--- src/rtl/if_fetch_stage.sv ---
// Instruction fetch stage: owns the PC, issues word-aligned fetch requests,
// collects in-order responses into a skid FIFO and hands {instr, pc} to decode.
// Redirects from execute flush the FIFO and kill responses still owed for
// wrong-path requests.

// Simulation-only invariants of the fetch stage.
module if_fetch_stage_checker #(
  parameter int DEPTH = 2,
  parameter int CW    = 2
) (
  input logic          clk,
  input logic          reset,
  input logic          push,
  input logic [CW-1:0] fifo_count,
  input logic [CW-1:0] inflight,
  input logic [1:0]    pc_low
);
  localparam logic [CW-1:0] FULL = CW'(DEPTH);

  // The credit scheme must keep the FIFO from ever being written while full.
  a_no_overflow: assert property (@(posedge clk) disable iff (reset)
    !(push && (fifo_count == FULL)))
    else $error("if_fetch_stage: write into a full skid FIFO");

  // Outstanding requests can never exceed the FIFO capacity.
  a_inflight_bound: assert property (@(posedge clk) disable iff (reset)
    inflight <= FULL)
    else $error("if_fetch_stage: outstanding requests exceed capacity");

  // Fetch addresses stay word aligned.
  a_pc_aligned: assert property (@(posedge clk) disable iff (reset)
    pc_low == 2'b00)
    else $error("if_fetch_stage: misaligned fetch address");
endmodule

module if_fetch_stage #(
  parameter int              XLEN     = 64,
  parameter logic [XLEN-1:0] RESET_PC = {XLEN{1'b0}},
  parameter int              DEPTH    = 2
) (
  input  logic            clk,
  input  logic            reset,
  output logic            imem_req_valid,
  input  logic            imem_req_ready,
  output logic [XLEN-1:0] imem_req_addr,
  input  logic            imem_rsp_valid,
  input  logic [31:0]     imem_rsp_data,
  input  logic            redirect_valid,
  input  logic [XLEN-1:0] redirect_pc,
  input  logic            id_ready,
  output logic            id_valid,
  output logic [31:0]     id_instr,
  output logic [XLEN-1:0] id_pc
);
  localparam int AW = $clog2(DEPTH);
  localparam int CW = AW + 1;

  localparam logic [XLEN-1:0] PC_STEP      = XLEN'(3'd4);
  localparam logic [XLEN-1:0] ALIGN_MASK   = {{(XLEN-2){1'b1}}, 2'b00};
  localparam logic [CW:0]     CREDIT_LIMIT = (CW+1)'(DEPTH);
  localparam logic [CW-1:0]   CNT_ONE      = CW'(1'b1);
  localparam logic [AW-1:0]   PTR_ONE      = AW'(1'b1);

  // Architectural state
  logic [XLEN-1:0] pc;
  logic [XLEN-1:0] rsp_pc;
  logic [CW-1:0]   inflight;
  logic [CW-1:0]   kill;
  logic [CW-1:0]   fifo_count;
  logic [AW-1:0]   rd_ptr;
  logic [AW-1:0]   wr_ptr;
  logic [31:0]     fifo_instr [DEPTH];
  logic [XLEN-1:0] fifo_pc    [DEPTH];

  // Combinational control
  logic [CW:0]     credit_sum;
  logic            req_fire;
  logic            push;
  logic            pop;
  logic [CW-1:0]   inflight_next;
  logic [XLEN-1:0] redirect_target;

  // Request credit, response disposition and IF/ID presentation.
  always_comb begin
    credit_sum      = {1'b0, inflight} + {1'b0, fifo_count};
    // Killed-but-outstanding requests still hold credit: their responses
    // have not arrived yet, so they still occupy the response path.
    imem_req_valid  = !reset && !redirect_valid && (credit_sum < CREDIT_LIMIT);
    imem_req_addr   = pc;
    req_fire        = imem_req_valid && imem_req_ready;
    inflight_next   = inflight + CW'(req_fire) - CW'(imem_rsp_valid);
    // A response is kept only when no redirect is flushing this cycle and it
    // does not belong to a wrong-path request.
    push            = imem_rsp_valid && !redirect_valid && (kill == {CW{1'b0}});
    id_valid        = (fifo_count != {CW{1'b0}}) && !redirect_valid;
    pop             = id_valid && id_ready;
    id_instr        = fifo_instr[rd_ptr];
    id_pc           = fifo_pc[rd_ptr];
    redirect_target = redirect_pc & ALIGN_MASK;
  end

  // Fetch PC and the PC expected for the next kept response.
  always_ff @(posedge clk or posedge reset) begin
    if (reset) begin
      pc     <= RESET_PC;
      rsp_pc <= RESET_PC;
    end else if (redirect_valid) begin
      pc     <= redirect_target;
      rsp_pc <= redirect_target;
    end else begin
      if (req_fire) begin
        pc <= pc + PC_STEP;
      end
      if (push) begin
        rsp_pc <= rsp_pc + PC_STEP;
      end
    end
  end

  // Outstanding request count and number of wrong-path responses to discard.
  always_ff @(posedge clk or posedge reset) begin
    if (reset) begin
      inflight <= {CW{1'b0}};
      kill     <= {CW{1'b0}};
    end else begin
      inflight <= inflight_next;
      if (redirect_valid) begin
        // Everything still owed after this cycle is from the old path,
        // including anything a previous redirect had already marked.
        kill <= inflight_next;
      end else if (imem_rsp_valid && (kill != {CW{1'b0}})) begin
        kill <= kill - CNT_ONE;
      end
    end
  end

  // Skid FIFO pointers and occupancy; a redirect empties it.
  always_ff @(posedge clk or posedge reset) begin
    if (reset) begin
      rd_ptr     <= {AW{1'b0}};
      wr_ptr     <= {AW{1'b0}};
      fifo_count <= {CW{1'b0}};
    end else if (redirect_valid) begin
      rd_ptr     <= {AW{1'b0}};
      wr_ptr     <= {AW{1'b0}};
      fifo_count <= {CW{1'b0}};
    end else begin
      if (push) begin
        wr_ptr <= wr_ptr + PTR_ONE;
      end
      if (pop) begin
        rd_ptr <= rd_ptr + PTR_ONE;
      end
      fifo_count <= fifo_count + CW'(push) - CW'(pop);
    end
  end

  // Skid FIFO storage of {instruction, pc}.
  always_ff @(posedge clk or posedge reset) begin
    if (reset) begin
      for (int i = 0; i < DEPTH; i++) begin
        fifo_instr[i] <= 32'h0;
        fifo_pc[i]    <= {XLEN{1'b0}};
      end
    end else if (push) begin
      fifo_instr[wr_ptr] <= imem_rsp_data;
      fifo_pc[wr_ptr]    <= rsp_pc;
    end
  end

  if_fetch_stage_checker #(
    .DEPTH (DEPTH),
    .CW    (CW)
  ) u_checker (
    .clk        (clk),
    .reset      (reset),
    .push       (push),
    .fifo_count (fifo_count),
    .inflight   (inflight),
    .pc_low     (pc[1:0])
  );
endmodule

--- config.mk ---
export PLATFORM = sky130hd
export DESIGN_NAME = if_fetch_stage
export DESIGN_NICKNAME = d
export VERILOG_FILES = /design/src/rtl/if_fetch_stage.sv
export SDC_FILE = /design/constraint.sdc
export NUM_CORES = 1
export LEC_CHECK = 0
export ABC_CLOCK_PERIOD_IN_PS = 19200
export CAP_MARGIN = 10
export CORE_ASPECT_RATIO = 0.5
export CORE_MARGIN = 2
export CORE_UTILIZATION = 55
export DETAILED_ROUTE_END_ITERATION = 16
export PLACE_DENSITY = 0.87
export SLEW_MARGIN = 20
export SYNTH_ARGS = -nofsm -noshare
export SYNTH_HDL_FRONTEND = slang
export SYNTH_SLANG_ARGS = --single-unit
--- constraint.sdc ---
create_clock -name clk -period 19.2 [get_ports clk]
set_clock_uncertainty 0.05 [all_clocks]
set_input_delay 4.8 -clock clk [delete_from_list [all_inputs] [get_ports clk]]
set_output_delay 4.8 -clock clk [all_outputs]
set_load 0.01 [all_outputs]
# Word-level counts from Yosys, hierarchy flattened
# Cells that the tools add are included.
# totals
output_inout_bits	162
regBits	328
# op_classes
reduce_logical	18
addsub	10
order_cmp	4
mux	23
bitwise_logic	2
# op_table
op	n
$mux W64	8
$add A64 B3 Y64 const B	2
$bwmux W128	1
$mux W32	4
$bwmux W64	1
$demux W64 S1	1
$demux W32 S1	1
$reduce_bool A2 Y1	6
$logic_and A1 B1 Y1	9
$mux W2	3
$add A2 B1 Y2	2
$ge A2 B2 Y1 const B	2
$mux W1	4
$not A1 Y2	2
$sub A2 B1 Y2	2
$add A2 B2 Y3	1
$lt A3 B2 Y1 const B	1
$add A1 B1 Y1 const B	2
$logic_not A1 Y1	2
$logic_not A2 Y1	1
$lt A2 B1 Y1 const B	1
$sub A2 B1 Y2 const B	1

# Longest topological paths before layout
# Gate-level depths: netlist of the first run.
# depth
depth_word	7
mapped_depth	16

# Worst setup path after synthesis of the first run
# No wires, ideal clock.
# synth_timing
path_kind	input to output
startpoint	input redirect_valid
endpoint	output imem_req_valid
n_path_buf	1
cell_stages	3
required_ns	14.350
setup_slack_ns	8.791
t_arrival_ns	5.559
cell_sequence	clkbuf_1 -> or4_1 -> inv_2
# synth_between
elab_chain_cells	3
# synth_rtl
item	line_no	text
from (decl)	48	input logic redirect_valid,
$logic_not A1 Y1	88	imem_req_valid = !reset && !redirect_valid && (credit_sum < CREDIT_LIMIT);
$logic_and A1 B1 Y1 (2 in series)	88	
to (decl)	43	output logic imem_req_valid,
# Every way passes these cells.

# Worst setup path after layout of the first run
# layout_timing
startpoint	input reset
endpoint	output imem_req_valid
# layout_between
elab_chain_cells	3
# layout_rtl
item	line_no	text
from (decl)	42	input logic reset,
$logic_not A1 Y1 (no line)	--	
$logic_and A1 B1 Y1 (2 in series)	88	
# Every way passes these cells.

==> summary.txt, run 1 <==
Outcome
  • Run status: complete, no violations

Floorplanning
  • Die area: ~30,000 um2
  • Initial core utilization: 56.6%
  • Num rows: 43
  • Die height: 124 um
  • Num ports: roughly 260
  • Die width: 244 um
  • Core area: 28,000 um2

Critical path
  • Worst path arrival time: 6680 ps
  • Reg-to-reg critical path startpoint: inflight[0]
  • Worst Setup EP: imem_req_valid
  • Reg2Reg Depth: 9
  • Critical R2R Capture: imem_req_addr[61]
  • Reg2Reg Setup Slack: 15,470 ps
  • Crit path max fanout: 6
  • CP endpoint kind: primary output
  • Worst setup SP type: primary input
  • Critical path type: in -> out
  • Crit path launch: reset
  • Worst path required time: 14,350 ps

Timing
  • Hold WS: 431 ps
  • Fin crit share: 60.0%
  • Worst Tran Pin Value: 1030 ps
  • Fmax: 86.8 MHz
  • Slew headroom: 30.5%
  • RSZ-0062 raised after global routing: no
  • Fin crit period: about 12,000 ps
  • Count of final hold-check violations: 0
  • Post-route setup slack: 7670 ps
  • Final TNS setup: 0 ps
  • Final setup vio count: 0
  • Fin. max-slew vios: 0

Route
  • WL/cell: ~21 um
  • Via density per instance: 6.27
  • Post-DRT Antenna Nets: 0
  • Via count: 13,000
  • Router iterations before antenna repair: 9
  • Initial drt markers: between 1,000 and 1,500
  • Residual DRC: 0
  • Final Routed Wirelength: approximately 44,000 um

Worst hold path
  • Worst min-delay path startpoint: fifo_pc[40]
  • HP Class: reg -> reg
  • Hold Path Depth: 2

Synthesis
  • Synth Flop Type: dfrtp_1
  • Seq/Total Area, Yosys: between 50% and 60%
  • Most frequent cells after synthesis: dfrtp_1, mux2_2, nand2_1, nand3_1, o21ai_0
  • Synth area leaders: dfrtp_1, mux2_2, nand2_1, nand3_1, o21ai_0
  • Synth area leader: dfrtp_1
  • Synth async-reset ratio: 100%
  • Leading cell type by number of instances after synthesis: dfrtp_1
  • Yosys cell types: 51
  • Yosys top cell area share: 50.5%
  • Synth Warn #: 0
  • Post-synth EDFFs: 0
  • Synthesized area: 15,900 um2
  • Mapped Cells: 1,447
  • Post-synthesis register bit count: 320
  • Average cell area after synthesis: 11.0 um2

Power and ir drop
  • P_int: 1.75 mW
  • Worst VDD drop: ~74 uV
  • Switching share of total power: between 30% and 40%
  • Pleak: 8.08 nW
  • Power Density: 127 nW/um2
  • Total power: 2.51 mW
  • Comb pwr share: 34.7%
  • Seq pwr share: 41.2%
  • Clk pwr share: 24.1%
  • Sw Pwr: 759 uW

Finish
  • Final core utilization: around 70%
  • Fin cells: 2,073
  • Fillers: roughly 2,000
  • Design area: 19,700 um2
  • Share of cells above drive strength 1: 21.0%
  • P&R area growth vs syn: 24.4%
  • Nets: 1,778

CTS
  • Clk buf depth: 3
  • Clock buffer count from CTS: 29
  • H-tree Lvls: 1
  • TritonCTS clock tree: built
  • Root Buffer: clkbuf_16
  • Clk Latency, worst-skew pair: approximately 570 ps
  • CTS Sinks: 320
  • Clock Pin Slew Worst Setup and Hold Paths: about 70 ps
  • Post-CTS Setup Bufs: 0
  • Number of hold buffers added after cts: 0
  • Cts repair resizes: 0

Placed design
  • Dpl hpwl: 29,700 um
  • I/O Buffers: 257
  • GPL Wtd Cong: 0.903
  • Post-Place Cells: 2,018
  • Placed Area: 18,700 um2
  • Pre-CTS WS: 7720 ps

Global route
  • First-pass GRT wire length: 69,900 um
  • Vias in the first global route: roughly 13,000
  • Tot GR Track Use: 29.3%
  • Pin count of the biggest net entering global routing: 103
  • Initial antenna violation count: 3
  • Grt ovf: 0

Run
  • Max-Cap Viols: 0
## critical path, cell delays in order
cell and delay (ps):
clkdlybuf4s50_1 510, or4_1 580, inv_2 210, clkdlybuf4s50_1 560
## area by class of cell
cell class	instances	area, um2	share of cell area, %
clock buffer	38	820	4.16
sequential	320	8010	40.6
multi-input combinational	1005	7390	37.5
inverter	36	143	0.724
timing repair buffer	276	2720	13.8
antenna	2	5.00	0.0254
tap	382	478	2.42
clock inverter	14	151	0.768
## placed cells by master (no fill, tap or decap), drive strengths merged, types with 16 or more instances in the layout
cell type	n
or4	32
mux2	273
o211ai	30
clkbuf	38
nor4	21
xnor2	31
buf	20
and3	16
nor3	25
clkdlybuf4s50	256
nand2	139
inv	36
o21ai	76
nor2	53
dfrtp	320
o311ai	19
nand3	82
a31oi	19
nand4	56
## state kept, by name, summed over array words and instances (netlist names), 2 cells and up
name and flops:
kill 2, fifo_count 2, imem_req_addr 62, fifo_pc 124, inflight 2, fifo_instr 64, rsp_pc 62
## metal layers
layer | track usage, % | vias to the layer above | part of all wire [%]
li1 | - | 5773 | -
met1 | 39.7 | 6376 | 41
met2 | 47.5 | 676 | 47
met3 | 4.55 | 162 | 7.7
met4 | 13.3 | 2 | 4.8
met5 | 0 | - | 0.016
## cell families (layout without fill, tap and decap cells)
family	after synthesis	count (layout)	synth area share, %
fa+ha+maj	8	8	0.679
xor+xnor	45	45	2.49
simple gates	473	473	15.4
compound gates	199	199	8.25
buf+inv	125	364	3.10
mux	276	276	19.6
flops	320	320	50.5
other cells	1	6	0.0237
## how the worst min path moves through the flow
| stage | end | slack [ps] |
|---|---|---|
| final | fifo_pc[40] | 430 |
| after global routing | fifo_pc[39] | 450 |
| after CTS | fifo_pc[40] | 430 |
| after detailed placement | fifo_pc[40] | 420 |
| after global placement | fifo_pc[41] | 410 |
| after floorplan | fifo_pc[14] | 390 |
## power groups by stage
| stage | clock network, mW | logic, mW | registers [mW] |
|---|---|---|---|
| after CTS | 0.607 | 0.878 | 1.03 |
| after detailed placement | 0 | 0.869 | 1.04 |
| after global placement | 0 | 0.849 | 1.03 |
| after global routing | 0.639 | 0.932 | 1.06 |
| final | 0.603 | 0.871 | 1.03 |
| after floorplan | 0 | 0.492 | 0.997 |
(Power assumes the default switching activity.)
==> inputs of run 2 (changes only) <==
- ABC_CLOCK_PERIOD_IN_PS: 19200 -> 11100
- CORE_UTILIZATION: 55 -> 54
- PLACE_DENSITY: 0.87 -> 0.86
- clock period: 19.2 -> 11.1 ns (I/O delays scaled with it)
==> summary.txt, run 2 (synthesis gave the netlist of run 1 again) <==
Outcome
  • Run status: complete, no violations

Critical path
  • Cell repeated most along the worst path: clkdlybuf4s50_1
  • Reg-to-reg critical path startpoint: fifo_count[0]
  • Critical path type: in -> out
  • Worst path arrival time: 4540 ps (-2140 ps)
  • Crit path launch: reset
  • Crit-path slowest cell: clkdlybuf4s50_1
  • CP cell instances: clkdlybuf4s50_1 > or4_1 > inv_2 > clkdlybuf4s50_1
  • CP Buf/Inv Count: 3 (unchanged)
  • Slowest cell delay on critical path: 560 ps (-20 ps)
  • CP endpoint kind: primary output
  • Worst setup SP type: primary input
  • Reg2Reg Setup Slack: 7230 ps (-8240 ps)
  • Reg2Reg Depth: 13 (+4)
  • Worst path required time: 8280 ps (-6070 ps)
  • Crit-path leading delay family: buffers and inverters
  • Crit path max fanout: 6 (unchanged)
  • Crit path depth: 4 (unchanged)

Timing
  • RSZ-0062 raised after global routing: no
  • Fin crit period: 7370 ps
  • Slew headroom: 22.6% (-7.9 points)
  • Count of final hold-check violations: 0 (unchanged)
  • Final TNS setup: 0 ps (unchanged)
  • Fin. max-slew vios: 0 (unchanged)
  • Fin crit share: 66.4%
  • Fmax: 136 MHz
  • Final setup vio count: 0 (unchanged)
  • Hold WS: 429 ps (-2.31 ps)
  • Worst Tran Pin Value: 1160 ps (+128 ps)

Route
  • Via count: 13,100 (+0.85%)
  • Router iterations before antenna repair: 8 (-1)
  • Residual DRC: 0 (unchanged)
  • Final Routed Wirelength: 44,700 um (+0.84%)
  • WL/cell: 21.5 um (+0.50%)
  • Initial drt markers: 1,681 (+15%)
  • Via density per instance: 6.30 (+0.51%)
  • Post-DRT Antenna Nets: 0 (unchanged)

Finish
  • Commonest non-fill, non-tap cell in the layout: dfrtp_1
  • Biggest register: fifo_pc
  • Fin cells: 2,080 (+0.34%)
  • P&R area growth vs syn: 25.1%
  • Highest-count cells in the layout ignoring fill and taps: dfrtp_1, mux2_2, clkdlybuf4s50_1, nand2_1, nand3_1
  • Nets: 1,776 (-0.11%)
  • Largest register FFs: 124 (unchanged)
  • Largest registers: fifo_pc (124), fifo_instr (64)
  • Share of cells above drive strength 1: 21.1% (+0.059 points)
  • ANT cells: 0 (-2)

CTS
  • Clk buf depth: 3 (unchanged)
  • Clk Latency, worst-skew pair: 580 ps (about the same)
  • Post-CTS Setup Bufs: 0 (unchanged)
  • Number of hold buffers added after cts: 0 (unchanged)
  • Clock Pin Slew Worst Setup and Hold Paths: 70 ps (about the same)
  • CTS Sinks: 320 (unchanged)
  • Root Buffer: clkbuf_16
  • Clock buffer count from CTS: 29 (unchanged)
  • TritonCTS clock tree: built
  • H-tree Lvls: 1 (unchanged)
  • Cts repair resizes: 0 (unchanged)

Floorplanning
  • Num rows: 44 (+2.3%)
  • Core area: 29,000 um2 (+3.3%)
  • Num ports: 264 (unchanged)
  • Die width: 246 um (+0.91%)
  • Die area: 30,800 um2 (+1.8%)
  • Die height: 125 um (+0.89%)
  • Initial core utilization: 54.7% (-1.8 points)

Global route
  • Pin count of the biggest net entering global routing: 86 (-17%)
  • Grt ovf: 0 (unchanged)
  • First-pass GRT wire length: 70,400 um (+0.82%)
  • Tot GR Track Use: 28.8% (-0.57 points)
  • Initial antenna violation count: 0 (-3)
  • Vias in the first global route: 12,900 (+1.8%)

Placed design
  • GPL Wtd Cong: 0.889 (-1.6%)
  • Post-Place Cells: 2,026 (+0.40%)
  • Dpl hpwl: 30,000 um (+0.91%)
  • I/O Buffers: 257 (unchanged)

Power and ir drop
  • Power Density: 224 nW/um2 (+76%)
  • Pleak: 8.11 nW (+0.41%)
  • Worst VDD drop: 132 uV (+79%)

Worst hold path
  • HP Class: reg -> reg
  • Hold Path Depth: 2 (unchanged)
  • Worst min-delay path startpoint: fifo_pc[54]

Run
  • Max-Cap Viols: 0 (unchanged)
run 2: cell type report:
type	count	area [um2]
tap	391	489
clock buffer	35	778
inverter	36	139
clock inverter	19	310
fill	2083	9130
timing repair buffer	274	2710
sequential	320	8010
multi-input combinational	1005	7390
run 2: stage by stage:
step | setup WS [ps] | area, um2 | utilization (%) | total power, mW
floorplan | 4010 | 15900 | - | 2.58
detailed placement | 3750 | 18700 | 64.7 | 3.31
finish | 3730 | 19800 | 68.5 | 4.45
global placement | 3750 | 18700 | 64.7 | 3.25
CTS | 3740 | 19800 | 68.4 | 4.47
global route | 3710 | 19800 | 68.5 | 4.66
run 2: final timing paths:
check,endpoint
worst max-delay path,imem_req_valid
worst min-delay path,fifo_pc[54]
worst max register to register,kill[1]
worst min register to register,fifo_pc[54]
max in group asynchronous,imem_req_addr[60]
min in group asynchronous,fifo_pc[92]
run 2: worst min-delay path, stage by stage, from the launching register on:
cell	delay (ps)
dfrtp_1	340
nand2_1	40
o21ai_0	60
run 2: power breakdown:
part	total, mW	internal, mW	switching (mW)	leakage (nW)
registers	1.79	1.53	0.261	3.96
logic	1.51	0.903	0.606	3.62
clock network	1.15	0.688	0.461	0.534
run 2: per-layer routing:
metal,vias to the layer above,share of wire [%],track usage (%)
li1,5756,-,-
met1,6538,39,38.2
met2,678,49,47.9
met3,127,8.1,4.06
met4,0,4.1,11.8
met5,-,0,0
